[src/rtl/axi_reg_bridge.sv]
// AXI4 slave to single-port register bus bridge. Bursts are split into single-beat
// register accesses; reads and writes share one FSM with round-robin arbitration.
module axi_reg_bridge #(
  parameter int ID_WIDTH   = 1,
  parameter int ADDR_WIDTH = 32
) (
  input  logic                  clk,
  input  logic                  rst,
  input  logic [ID_WIDTH-1:0]   i_awid,
  input  logic [ADDR_WIDTH-1:0] i_awaddr,
  input  logic [7:0]            i_awlen,
  input  logic [2:0]            i_awsize,
  input  logic [1:0]            i_awburst,
  input  logic                  i_awvalid,
  output logic                  o_awready,
  input  logic [63:0]           i_wdata,
  input  logic [7:0]            i_wstrb,
  input  logic                  i_wlast,
  input  logic                  i_wvalid,
  output logic                  o_wready,
  output logic [ID_WIDTH-1:0]   o_bid,
  output logic [1:0]            o_bresp,
  output logic                  o_bvalid,
  input  logic                  i_bready,
  input  logic [ID_WIDTH-1:0]   i_arid,
  input  logic [ADDR_WIDTH-1:0] i_araddr,
  input  logic [7:0]            i_arlen,
  input  logic [2:0]            i_arsize,
  input  logic [1:0]            i_arburst,
  input  logic                  i_arvalid,
  output logic                  o_arready,
  output logic [ID_WIDTH-1:0]   o_rid,
  output logic [63:0]           o_rdata,
  output logic [1:0]            o_rresp,
  output logic                  o_rlast,
  output logic                  o_rvalid,
  input  logic                  i_rready,
  output logic                  o_reg_we,
  output logic                  o_reg_re,
  output logic [ADDR_WIDTH-1:0] o_reg_addr,
  output logic [7:0]            o_reg_be,
  output logic [63:0]           o_reg_wdata,
  input  logic [63:0]           i_reg_rdata
);

  typedef enum logic [2:0] {
    S_IDLE, S_WDATA, S_WRESP, S_RADDR, S_RCAPT, S_RDATA
  } state_t;

  state_t                state, state_nxt;
  logic                  prefer_wr;
  logic [ID_WIDTH-1:0]   id_q;
  logic [ADDR_WIDTH-1:0] addr_q, addr_step, addr_next;
  logic [7:0]            len_q, cnt_q;
  logic [2:0]            size_q;
  logic [1:0]            burst_q;
  logic                  err_q;
  logic [63:0]           rdata_q;
  logic [3:0]            nbytes;
  logic                  grant_wr, grant_rd, aw_hs, ar_hs, w_hs, r_hs, last_beat;

  // When both channels request, the side not granted last wins.
  assign grant_wr  = i_awvalid && (!i_arvalid || prefer_wr);
  assign grant_rd  = i_arvalid && (!i_awvalid || !prefer_wr);
  assign aw_hs     = (state == S_IDLE) && grant_wr;
  assign ar_hs     = (state == S_IDLE) && grant_rd;
  assign w_hs      = (state == S_WDATA) && i_wvalid;
  assign r_hs      = (state == S_RDATA) && i_rready;
  assign last_beat = (cnt_q == len_q);

  // WRAP is handled as INCR; FIXED keeps the address.
  always_comb begin
    nbytes = 4'd8;
    case (size_q)
      3'd0:    nbytes = 4'd1;
      3'd1:    nbytes = 4'd2;
      3'd2:    nbytes = 4'd4;
      default: nbytes = 4'd8;
    endcase
    addr_step = '0;
    if (burst_q != 2'b00) addr_step = {{(ADDR_WIDTH-4){1'b0}}, nbytes};
    addr_next = addr_q + addr_step;
  end

  always_ff @(posedge clk) begin
    if (rst) state <= S_IDLE;
    else     state <= state_nxt;
  end

  always_comb begin
    state_nxt = state;
    case (state)
      S_IDLE:  if (aw_hs) state_nxt = S_WDATA;
               else if (ar_hs) state_nxt = S_RADDR;
      S_WDATA: if (w_hs && last_beat) state_nxt = S_WRESP;
      S_WRESP: if (i_bready) state_nxt = S_IDLE;
      S_RADDR: state_nxt = S_RCAPT;
      S_RCAPT: state_nxt = S_RDATA;
      S_RDATA: if (r_hs) state_nxt = last_beat ? S_IDLE : S_RADDR;
      default: state_nxt = S_IDLE;
    endcase
  end

  always_comb begin
    o_awready   = aw_hs;
    o_arready   = ar_hs;
    o_wready    = (state == S_WDATA);
    o_reg_we    = w_hs;
    o_reg_re    = (state == S_RADDR);
    o_bvalid    = (state == S_WRESP);
    o_bid       = id_q;
    o_bresp     = (state == S_WRESP && err_q) ? 2'b10 : 2'b00;
    o_rvalid    = (state == S_RDATA);
    o_rid       = id_q;
    o_rresp     = 2'b00;
    o_rlast     = (state == S_RDATA) && last_beat;
    o_rdata     = rdata_q;
    o_reg_addr  = (state == S_IDLE) ? '0 : addr_q;
    o_reg_wdata = i_wdata;
    o_reg_be    = 8'h00;
    if (state == S_WDATA) o_reg_be = i_wstrb;
    else if (state == S_RADDR || state == S_RCAPT) o_reg_be = 8'hFF;
  end

  always_ff @(posedge clk) begin
    if (rst) begin
      prefer_wr <= 1'b1;
      id_q      <= '0;
      addr_q    <= '0;
      len_q     <= '0;
      size_q    <= '0;
      burst_q   <= '0;
      cnt_q     <= '0;
      err_q     <= 1'b0;
      rdata_q   <= '0;
    end else begin
      if (aw_hs) begin
        id_q      <= i_awid;
        addr_q    <= i_awaddr;
        len_q     <= i_awlen;
        size_q    <= i_awsize;
        burst_q   <= i_awburst;
        cnt_q     <= '0;
        err_q     <= 1'b0;
        prefer_wr <= 1'b0;
      end
      if (ar_hs) begin
        id_q      <= i_arid;
        addr_q    <= i_araddr;
        len_q     <= i_arlen;
        size_q    <= i_arsize;
        burst_q   <= i_arburst;
        cnt_q     <= '0;
        err_q     <= 1'b0;
        prefer_wr <= 1'b1;
      end
      // The beat counter decides where the burst ends; wlast is only cross-checked.
      if (w_hs) begin
        if (i_wlast != last_beat) err_q <= 1'b1;
        if (!last_beat) begin
          addr_q <= addr_next;
          cnt_q  <= cnt_q + 8'd1;
        end
      end
      if (state == S_RCAPT) rdata_q <= i_reg_rdata;
      if (r_hs && !last_beat) begin
        addr_q <= addr_next;
        cnt_q  <= cnt_q + 8'd1;
      end
    end
  end

endmodule

[config.mk]
export PLATFORM = sky130hd
export DESIGN_NAME = axi_reg_bridge
export DESIGN_NICKNAME = d
export VERILOG_FILES = /design/src/rtl/axi_reg_bridge.sv
export SDC_FILE = /design/constraint.sdc
export NUM_CORES = 1
export LEC_CHECK = 0
export CAP_MARGIN = 10
export CORE_AREA = 10 10 153 155
export CTS_CLUSTER_SIZE = 14
export DETAILED_ROUTE_END_ITERATION = 7
export DIE_AREA = 0 0 163 165
export HOLD_SLACK_MARGIN = 0.03
export PLACE_DENSITY = 0.71
export SLEW_MARGIN = 10
export SYNTH_ARGS = -nofsm -noshare
export SYNTH_HDL_FRONTEND = slang
export SYNTH_SLANG_ARGS = --single-unit
[constraint.sdc]
create_clock -name clk -period 5.3 [get_ports clk]
set_input_delay 1.06 -clock clk [delete_from_list [all_inputs] [get_ports clk]]
set_output_delay 1.06 -clock clk [all_outputs]
set_load 0.02 [all_outputs]
==> results of run 1 <==
-- stage by stage --
step / power [mW] / instances / area [sq um] / utilization / setup slack [ns]
after CTS: 4.36 / 1364 / 10000 / 0.498 / 1.46
after global placement: 3.12 / 1332 / 9440 / 0.468 / 1.53
after floorplan: 2.46 / 895 / 6900 / - / 2.10
after detailed placement: 3.14 / 1332 / 9440 / 0.468 / 1.47
final: 4.30 / 1364 / 10000 / 0.498 / 1.46
after global routing: 4.58 / 1364 / 10000 / 0.498 / 1.32
-- cell families (layout without fill, tap and decap cells) --
logic type      Yosys count  count (layout)
compound gates          216             216
fa+ha+maj                 6               6
flops                   123             123
xor+xnor                 36              36
simple gates            347             347
other cells               1               3
mux                      20              20
buf+inv                 144             343
-- synthesized netlist by cell type, types with 3 or more instances --
cell type and instances:
mux2i_1 4, nor3_1 11, a211oi_1 11, o211a_1 5, a311oi_1 3, nor2_1 59, and3_1 12, a21o_1 7
nor2b_1 31, nand4_1 12, and4_1 4, mux2_2 16, a2111oi_1 3, xnor2_1 25, nand3_1 14, buf_1 7
buf_2 9, o21ai_0 30, inv_1 12, a21oi_1 85, a31oi_1 6, nand2b_1 7, nand2_1 177, o32ai_1 15
buf_4 69, o21a_1 8, a22oi_1 14, o31ai_1 3, dfxtp_1 123, nor4_1 5, ha_1 5, clkbuf_1 45
xor2_1 11, a221oi_1 7
-- routing by layer --
metal | global-route usage | vias to the layer above
met2 | 0.303 | 252
li1 | - | 3395
met3 | 0.0543 | 48
met1 | 0.217 | 3209
met4 | 0.0676 | 2
met5 | 0 | -
-- report_power, final --
part	internal, mW	switching [mW]	total, mW
registers	1.10	0.221	1.32
logic	0.826	0.962	1.79
clock network	0.717	0.477	1.19
-- layout make-up --
| cell class | instances | area share |
|---|---|---|
| clock buffers | 18 | 0.0437 |
| clock inverters | 14 | 0.0161 |
| inverters | 14 | 0.00523 |
| multi-input cells | 628 | 0.363 |
| flip-flops and latches | 123 | 0.245 |
| well taps | 270 | 0.0337 |
| repair buffers | 297 | 0.293 |
-- critical path: cells and delay by family --
| family | cells | cell delay, ns |
|---|---|---|
| AND/OR/NAND/NOR | 2 | 0.34 |
| buffers and inverters | 4 | 1.36 |
-- sequential cells by signal, indices dropped and copies added (netlist names) --
name       count
o_rdata       64
size_q         3
o_bid          1
state          3
burst_q        2
len_q          8
err_q          1
addr_q        32
prefer_wr      1
cnt_q          8
-- cell usage in the layout (no fill, tap or decap), types with 15 or more instances in the layout --
cell and n:
dfxtp_1 123, o32ai_1 15, mux2_2 16, o21ai_0 30, a21oi_1 85, xnor2_1 25
clkbuf_16 17, nor2b_1 30, nor2_1 59, clkdlybuf4s50_1 285, nand2_1 177
-- path summary, 6_finish.rpt --
kind                                 start          to  slack, ns  depth (start not counted)
worst max-delay path             i_arvalid   o_awready       1.46                          6
worst min-delay path            o_rdata[0]  o_rdata[0]       0.45                          2
worst max register to register  burst_q[1]  addr_q[20]       2.31                         11
worst min register to register  o_rdata[0]  o_rdata[0]       0.45                          2
==> out/qor.yml, run 1 <==
outcome:
  outcome: "finished clean"
sta:
  fin_setup_tns_ns: 0
  timing_max_transition_violations_final: 0
  rsz_0062_raised_after_global_routing: "no"
  hold_viol_final: 0
  finalHoldWorstSlack_ns: 0.452
  max_freq_mhz: 260
  worst_rel_slew_slack: 0.354
  final.setup_skew_ns: 0.00989
  min_period_ns: 3.84
  setup_viol: 0
  tightestPinTransition_ns: 0.959
  period_share: 0.725
logic_synthesis:
  synth_fa_ha_area_frac: 0.0120
  ys_seq_area_frac: 0.357
  synthSimpleGateAreaFrac: 0.232
  synth_flop_cell: "dfxtp_1"
  synth_top_cell_area_share: 0.357
  async_reset_ff_frac: 0
  synth_top_family_by_area: "simple AND/OR/NAND/NOR gates"
  post_synth_xor_area_fraction: 0.0458
  yosys_register_bits: 123
  netlist.top_cell.by_area: "dfxtp_1"
  netlist_instances: 893
  post_synth_cell_types: 65
  synth_compound_gate_area_share: 0.203
  count_of_flip_flops_with_a_built_in_enable_after_synthesis: 0
  postSynthAreaPerCell_sq_um: 7.72
  synth_mux_area_frac: 0.0320
  synth_warnings: 0
  yosys-top-cells-area: "dfxtp_1 (36%), nand2_1 (9.6%), buf_4 (7.5%), a21oi_1 (6.2%), nor2_1 (3.2%)"
  syn_area_sq_mm: 0.00689
placement:
  routabilityCongestion: 0.842
  place.detailed.hpwl_microns: 18900
  port-buffer-count: 286
power_and_ir_drop:
  power.density_mw_per_mm2: 429
  max-vdd-ir-drop_mv: 0.236
  power.static_leakage_nw: 3.48
routing:
  route.vias.total: 6906
  drc: 0
  top_layer_used: "met5"
  detailroute.wirelength.met2_microns: 12800
  avgRoutedWirePerCell_microns: 18.9
  final_antenna_net_count: 0
  total_detailed_routing_wirelength_microns: 25800
  drt_iter0_drc: 478
  route.layer.met1.wl_microns: 10500
  detail_route.vias_per_cell: 5.06
  met3_wirelength_microns: 1950
  drt_pass_1_iters: 5
critical_path:
  worstPathRequired_ns: 4.24
  category_of_the_worst_setup_path_launch_point: "primary input"
  top_fanout_value_on_the_critical_path: 14
  critical_path_class: "in -> out"
  series_of_cell_instances_along_the_critical_path: "clkdlybuf4s50_1, nand2b_1, nand3_2, buf_4, inv_2, clkdlybuf4s50_1"
  worst_setup_path_end_kind: "primary output"
  timing.critical_path.mode_cell: "clkdlybuf4s50_1"
  critical-path-max-stage-delay_ns: 0.61
  arrival_time_at_the_worst_endpoint_ns: 2.78
  worst_path_max_delay_cell: "clkdlybuf4s50_1"
clock_tree:
  cts_hold_repair.buffers: 0
  clk-insertion-delay-late_ns: 0.41
  tritoncts_clock_tree: "done"
  clock-root-buffer: "clkbuf_16"
  maximum_count_of_clock_buffers_along_a_single_path: 2
  post-cts-setup-buffers: 0
  htree_num_levels: 4
  cts_resized: 0
  tritoncts.num_buffers: 17
  clk_transition_reported_paths_ns: 0.06
  clock_net_sink_count: 123
global_routing:
  first_global_vias: 6885
  overflow: 0
  grt_antenna_before_repair: 1
  maximum_number_of_pins_on_one_net_before_global_route_repair: 67
  grt_pass1_wl_microns: 39100
  grt.total_usage: 0.182
floorplanning:
  design.core.area_sq_mm: 0.0202
  rows: 52
  initial_utilization: 0.342
  die_width_microns: 163
  die_y_microns: 165
  floorplan.die_area_sq_mm: 0.0269
  design.portCount: 418
min_path:
  hold_class: "reg -> reg"
layout:
  diodes: 0
  syn_to_final_growth_pct: 45.7
  final_layout_size_suffix_gt1_frac: 0.0667
  multi_input_area_sq_mm: 0.00364
  area.sequential_sq_mm: 0.00246
  final_nets: 1323
  nFillCells: 1954
job:
  maxCapViolations: 0
No activity file was read; power rests on OpenSTA's default activity.
==> run 2, diff against run 1 <==
--- a/config.mk
+++ b/config.mk
@@ -6,12 +6,12 @@
 export NUM_CORES = 1
 export LEC_CHECK = 0
 export CAP_MARGIN = 10
-export CORE_AREA = 10 10 153 155
+export CORE_AREA = 10 10 154 156
 export CTS_CLUSTER_SIZE = 14
 export DETAILED_ROUTE_END_ITERATION = 7
-export DIE_AREA = 0 0 163 165
+export DIE_AREA = 0 0 164 166
 export HOLD_SLACK_MARGIN = 0.03
-export PLACE_DENSITY = 0.71
+export PLACE_DENSITY = 0.7
 export SLEW_MARGIN = 10
 export SYNTH_ARGS = -nofsm -noshare
 export SYNTH_HDL_FRONTEND = slang
==> constraint.sdc (replaced) <==
create_clock -name clk -period 3.7 [get_ports clk]
set_input_delay 0.74 -clock clk [delete_from_list [all_inputs] [get_ports clk]]
set_output_delay 0.74 -clock clk [all_outputs]
set_load 0.02 [all_outputs]
==> out/qor.yml, run 2 (synthesis results as in run 1) <==
outcome:
  outcome: "finished clean"
placement:
  port-buffer-count: 286
  post-place-cells: 1340
  routabilityCongestion: 0.844
  place.detailed.hpwl_microns: 18700
min_path:
  holdCritStartpoint: "o_rdata[30]"
  whs_endpoint: "o_rdata[30]"
  hold_class: "reg -> reg"
  worstHoldPathCells: 2
clock_tree:
  htree_num_levels: 4
  post-cts-setup-buffers: 0
  tritoncts_clock_tree: "done"
  maximum_count_of_clock_buffers_along_a_single_path: 2
  tritoncts.num_buffers: 17
  cts_resized: 0
  clock_net_sink_count: 123
  clk-insertion-delay-late_ns: 0.42
  clk_transition_reported_paths_ns: 0.06
  clock-root-buffer: "clkbuf_16"
  cts_hold_repair.buffers: 0
routing:
  drc: 0
  detail_route.vias_per_cell: 5.06
  avgRoutedWirePerCell_microns: 18.4
  detailroute.wirelength.met2_microns: 12400
  final_antenna_net_count: 0
  total_detailed_routing_wirelength_microns: 25300
  route.vias.total: 6952
  route.layer.met1.wl_microns: 10500
  met3_wirelength_microns: 1800
  top_layer_used: "met4"
  drt_pass_1_iters: 5
  drt_iter0_drc: 482
critical_path:
  top_fanout_value_on_the_critical_path: 12
  series_of_cell_instances_along_the_critical_path: "nand2b_1, nor2_1, and2_1, clkdlybuf4s50_1"
  worst-path-stages: 4
  worst_path_max_delay_cell: "clkdlybuf4s50_1"
  rr_endpoint: "addr_q[30]"
  worstPathRequired_ns: 2.96
  critical-path-max-stage-delay_ns: 0.66
  category_of_the_worst_setup_path_launch_point: "flop"
  critical_path_class: "reg -> out"
  arrival_time_at_the_worst_endpoint_ns: 2.49
  worstPathBufferInverterCount: 1
  worst_setup_path_end_kind: "primary output"
  timing.reg2reg.setup_slack_ns: 0.64
  worstRegToRegCells: 11
  critPathTopFamily: "simple AND/OR/NAND/NOR gates"
  regToRegStartpoint: "burst_q[1]"
floorplanning:
  die_y_microns: 166
  floorplan.die_area_sq_mm: 0.0272
  design.portCount: 418
  initial_utilization: 0.333
  design.core.area_sq_mm: 0.0207
  rows: 53
  die_width_microns: 164
global_routing:
  grt_pass1_wl_microns: 38600
  overflow: 0
  first_global_vias: 6790
  maximum_number_of_pins_on_one_net_before_global_route_repair: 65
  grt_antenna_before_repair: 1
  grt.total_usage: 0.178
power_and_ir_drop:
  switching_portion_of_total_power: 0.389
  relative_contribution_of_sequential_cells_to_total_power: 0.304
  net-switching-power_mw: 2.39
  power.density_mw_per_mm2: 611
  power.static_leakage_nw: 3.50
  clockPowerShare: 0.273
  internal_power_mw: 3.76
  max-vdd-ir-drop_mv: 0.287
  pwr-share-comb: 0.423
sta:
  worst_rel_slew_slack: 0.511
  min_period_ns: 3.23
  period_share: 0.873
  final.setup_skew_ns: 0.00983
  fin_setup_tns_ns: 0
  setup_viol: 0
  timing_max_transition_violations_final: 0
  tightestPinTransition_ns: 0.728
  rsz_0062_raised_after_global_routing: "no"
  hold_viol_final: 0
  max_freq_mhz: 310
layout:
  syn_to_final_growth_pct: 46.2
  mostFrequentLayoutCells: "clkdlybuf4s50_1 (285), nand2_1 (177), dfxtp_1 (123)"
  fin_cells: 1373
  nFillCells: 2050
  multi_input_area_sq_mm: 0.00364
  largest_register_ffs: 64
  final_nets: 1326
  final_layout_size_suffix_gt1_frac: 0.0693
  final_common_cell: "clkdlybuf4s50_1"
  area.sequential_sq_mm: 0.00246
job:
  maxCapViolations: 0
[run 2: cell count changes in the layout (fill, tap and decap cells not counted), sizes merged]
cell      change
bufinv        -1
inv           +3
diode         +1
clkinvlp      -2
buf           +3
[run 2: tightest hold or removal path, stage by stage (launching register included)]
cell and delay [ns]:
dfxtp_1 0.31, nand2_1 0.05, a21oi_1 0.05
[run 2: area by class of cell]
class / instances / share of cell area
inverters: 14 / 0.00522
clock buffers: 18 / 0.0436
diodes: 1 / 0.000248
repair buffers: 300 / 0.296
clock inverters: 14 / 0.0150
flip-flops and latches: 123 / 0.244
multi-input cells: 628 / 0.362
well taps: 275 / 0.0342
[run 2: worst max path at each step]
stage / slack (ns) / from / end
after floorplan: 1.14 / i_awvalid / o_awready
after global placement: 0.62 / i_awvalid / o_arready
after detailed placement: 0.58 / i_awvalid / o_arready
after CTS: 0.43 / state[0] / o_arready
after global routing: 0.30 / state[0] / o_arready
final: 0.47 / state[0] / o_reg_we
[run 2: power by group through the flow]
stage	logic, mW	registers [mW]	clock network [mW]
floorplan	1.67	1.86	0
global placement	2.59	1.89	0
detailed placement	2.62	1.90	0
CTS	2.64	1.87	1.72
global route	2.84	1.91	1.77
finish	2.61	1.87	1.68
[run 2: routing by layer]
metal	vias to the layer above	global-route usage
met5	-	0
met4	0	0.0661
met3	40	0.0469
met2	248	0.301
met1	3257	0.210
li1	3407	-
[run 2: per-stage QoR]
step                      power, mW  worst slack, ns  area (sq um)  utilization  hold WS [ns]
after floorplan                3.52             1.14          6900            -         0.436
after global placement         4.48            0.620          9480        0.458         0.441
after detailed placement       4.52            0.583          9480        0.458         0.446
after CTS                      6.22            0.426         10100        0.487         0.453
after global routing           6.52            0.302         10100        0.487         0.469
final                          6.15            0.470         10100        0.487         0.452
==> run 3, diff against run 2 <==
--- a/config.mk
+++ b/config.mk
@@ -5,7 +5,6 @@
 export SDC_FILE = /design/constraint.sdc
 export NUM_CORES = 1
 export LEC_CHECK = 0
-export CAP_MARGIN = 10
 export CORE_AREA = 10 10 154 156
 export CTS_CLUSTER_SIZE = 14
 export DETAILED_ROUTE_END_ITERATION = 7
==> constraint.sdc (replaced) <==
create_clock -name clk -period 3.6 [get_ports clk]
set_input_delay 0.72 -clock clk [delete_from_list [all_inputs] [get_ports clk]]
set_output_delay 0.72 -clock clk [all_outputs]
set_load 0.02 [all_outputs]
==> out/qor.yml, run 3 (synthesis results as in run 1) <==
power_and_ir_drop:
  power.density_mw_per_mm2: 626
  pwr-share-comb: 0.421
  power.static_leakage_nw: 3.51
  net-switching-power_mw: 2.48
  max-vdd-ir-drop_mv: 0.328
  switching_portion_of_total_power: 0.392
  relative_contribution_of_sequential_cells_to_total_power: 0.303
  clockPowerShare: 0.276
  internal_power_mw: 3.84
clock_tree:
  clock_net_sink_count: 123
  tritoncts.num_buffers: 17
  tritoncts_clock_tree: "done"
  clk-insertion-delay-late_ns: 0.42
  htree_num_levels: 4
  clk_transition_reported_paths_ns: 0.06
  maximum_count_of_clock_buffers_along_a_single_path: 2
  cts_resized: 0
  clock-root-buffer: "clkbuf_16"
  cts_hold_repair.buffers: 0
  post-cts-setup-buffers: 0
outcome:
  outcome: "finished clean"
sta:
  worst_rel_slew_slack: 0.404
  hold_viol_final: 0
  timing_max_transition_violations_final: 0
  max_freq_mhz: 319
  tightestPinTransition_ns: 0.891
  postLayoutSetupSlackWorst_ns: 0.468
  period_share: 0.870
  fin_setup_tns_ns: 0
  final.setup_skew_ns: 0.00964
  setup_viol: 0
  rsz_0062_raised_after_global_routing: "no"
  min_period_ns: 3.13
  finalHoldWorstSlack_ns: 0.450
critical_path:
  worstRegToRegCells: 11
  regToRegStartpoint: "burst_q[1]"
  arrival_time_at_the_worst_endpoint_ns: 2.41
  rr_endpoint: "addr_q[30]"
  worstPathRequired_ns: 2.88
  timing.reg2reg.setup_slack_ns: 0.53
  critical_path_class: "reg -> out"
  category_of_the_worst_setup_path_launch_point: "flop"
  top_fanout_value_on_the_critical_path: 12
  worst_setup_path_end_kind: "primary output"
layout:
  mostFrequentLayoutCells: "clkdlybuf4s50_1 (285), nand2_1 (177), dfxtp_1 (123)"
  final_common_cell: "clkdlybuf4s50_1"
  utilization: 0.487
  syn_to_final_growth_pct: 46.3
  largest_register_ffs: 64
  final_nets: 1328
  final_layout_size_suffix_gt1_frac: 0.0710
routing:
  drt_pass_1_iters: 7
  final_antenna_net_count: 0
  detail_route.vias_per_cell: 5.02
  route.vias.total: 6896
  detailroute.wirelength.met2_microns: 12400
  route.layer.met1.wl_microns: 10500
  drt_iter0_drc: 452
  total_detailed_routing_wirelength_microns: 25200
  drc: 0
  met3_wirelength_microns: 1660
  top_layer_used: "met4"
  avgRoutedWirePerCell_microns: 18.3
floorplanning:
  initial_utilization: 0.333
  die_y_microns: 166
  design.core.area_sq_mm: 0.0207
  die_width_microns: 164
  rows: 53
  floorplan.die_area_sq_mm: 0.0272
  design.portCount: 418
placement:
  port-buffer-count: 286
  place.detailed.hpwl_microns: 18700
  pre_cts_ws_ns: 0.556
  routabilityCongestion: 0.842
min_path:
  whs_endpoint: "o_rdata[40]"
  holdCritStartpoint: "o_rdata[40]"
  hold_class: "reg -> reg"
  worstHoldPathCells: 2
global_routing:
  grt_pass1_wl_microns: 38300
  grt_antenna_before_repair: 1
  maximum_number_of_pins_on_one_net_before_global_route_repair: 68
  overflow: 0
  first_global_vias: 6753
  grt.total_usage: 0.176
job:
  maxCapViolations: 0
## run 3: cell count changes in the layout (fill, tap and decap cells not counted)
cell	delta
clkinv_8	+1
inv_6	+2
buf_4	+3
clkinv_4	-1
clkbuf_8	-1
clkinvlp_4	-1
buf_12	-1
## run 3: worst max-delay path by stage
stage               start         end  slack [ns]
5_1_grt          state[0]    o_reg_we        0.24
6_report         state[0]    o_reg_we        0.47
2_1_floorplan  burst_q[0]  addr_q[20]        1.06
3_3_place_gp    i_awvalid   o_arready        0.55
3_5_place_dp    i_awvalid   o_arready        0.56
4_1_cts          state[0]    o_reg_we        0.39
## run 3: cell type report
class                           count  area, sq um
Sequential cell                   123         2460
Tap cell                          275          344
Timing Repair Buffer              302         2980
Inverter                           14         52.6
Fill cell                        2021        10600
Clock inverter                     15          169
Antenna cell                        1         2.50
Multi-Input combinational cell    628         3640
Clock buffer                       17          425
## run 3: layer usage
layer  vias up  global-route usage
met4         0              0.0649
li1       3421                   -
met3        47              0.0464
met1      3187               0.210
met5         -                   0
met2       241               0.297
## run 3: power by group through the flow
stage	Clock [mW]	Sequential (mW)	Combinational, mW
finish	1.74	1.92	2.66
global placement	0	1.93	2.65
CTS	1.79	1.91	2.69
global route	1.85	1.96	2.89
floorplan	0	1.91	1.71
detailed placement	0	1.94	2.68
## run 3: critical path: stages (launching register included)
cell	delay, ns
dfxtp_1	0.61
nand2b_1	0.30
nor2_1	0.25
and2_1	0.20
clkdlybuf4s50_1	0.64
## run 3: stage by stage
stage | cell area (sq um) | power (mW) | std cells
CTS | 10100 | 6.39 | 1374
global placement | 9480 | 4.58 | 1342
floorplan | 6900 | 3.62 | 895
global route | 10100 | 6.70 | 1375
finish | 10100 | 6.31 | 1375
detailed placement | 9480 | 4.62 | 1342
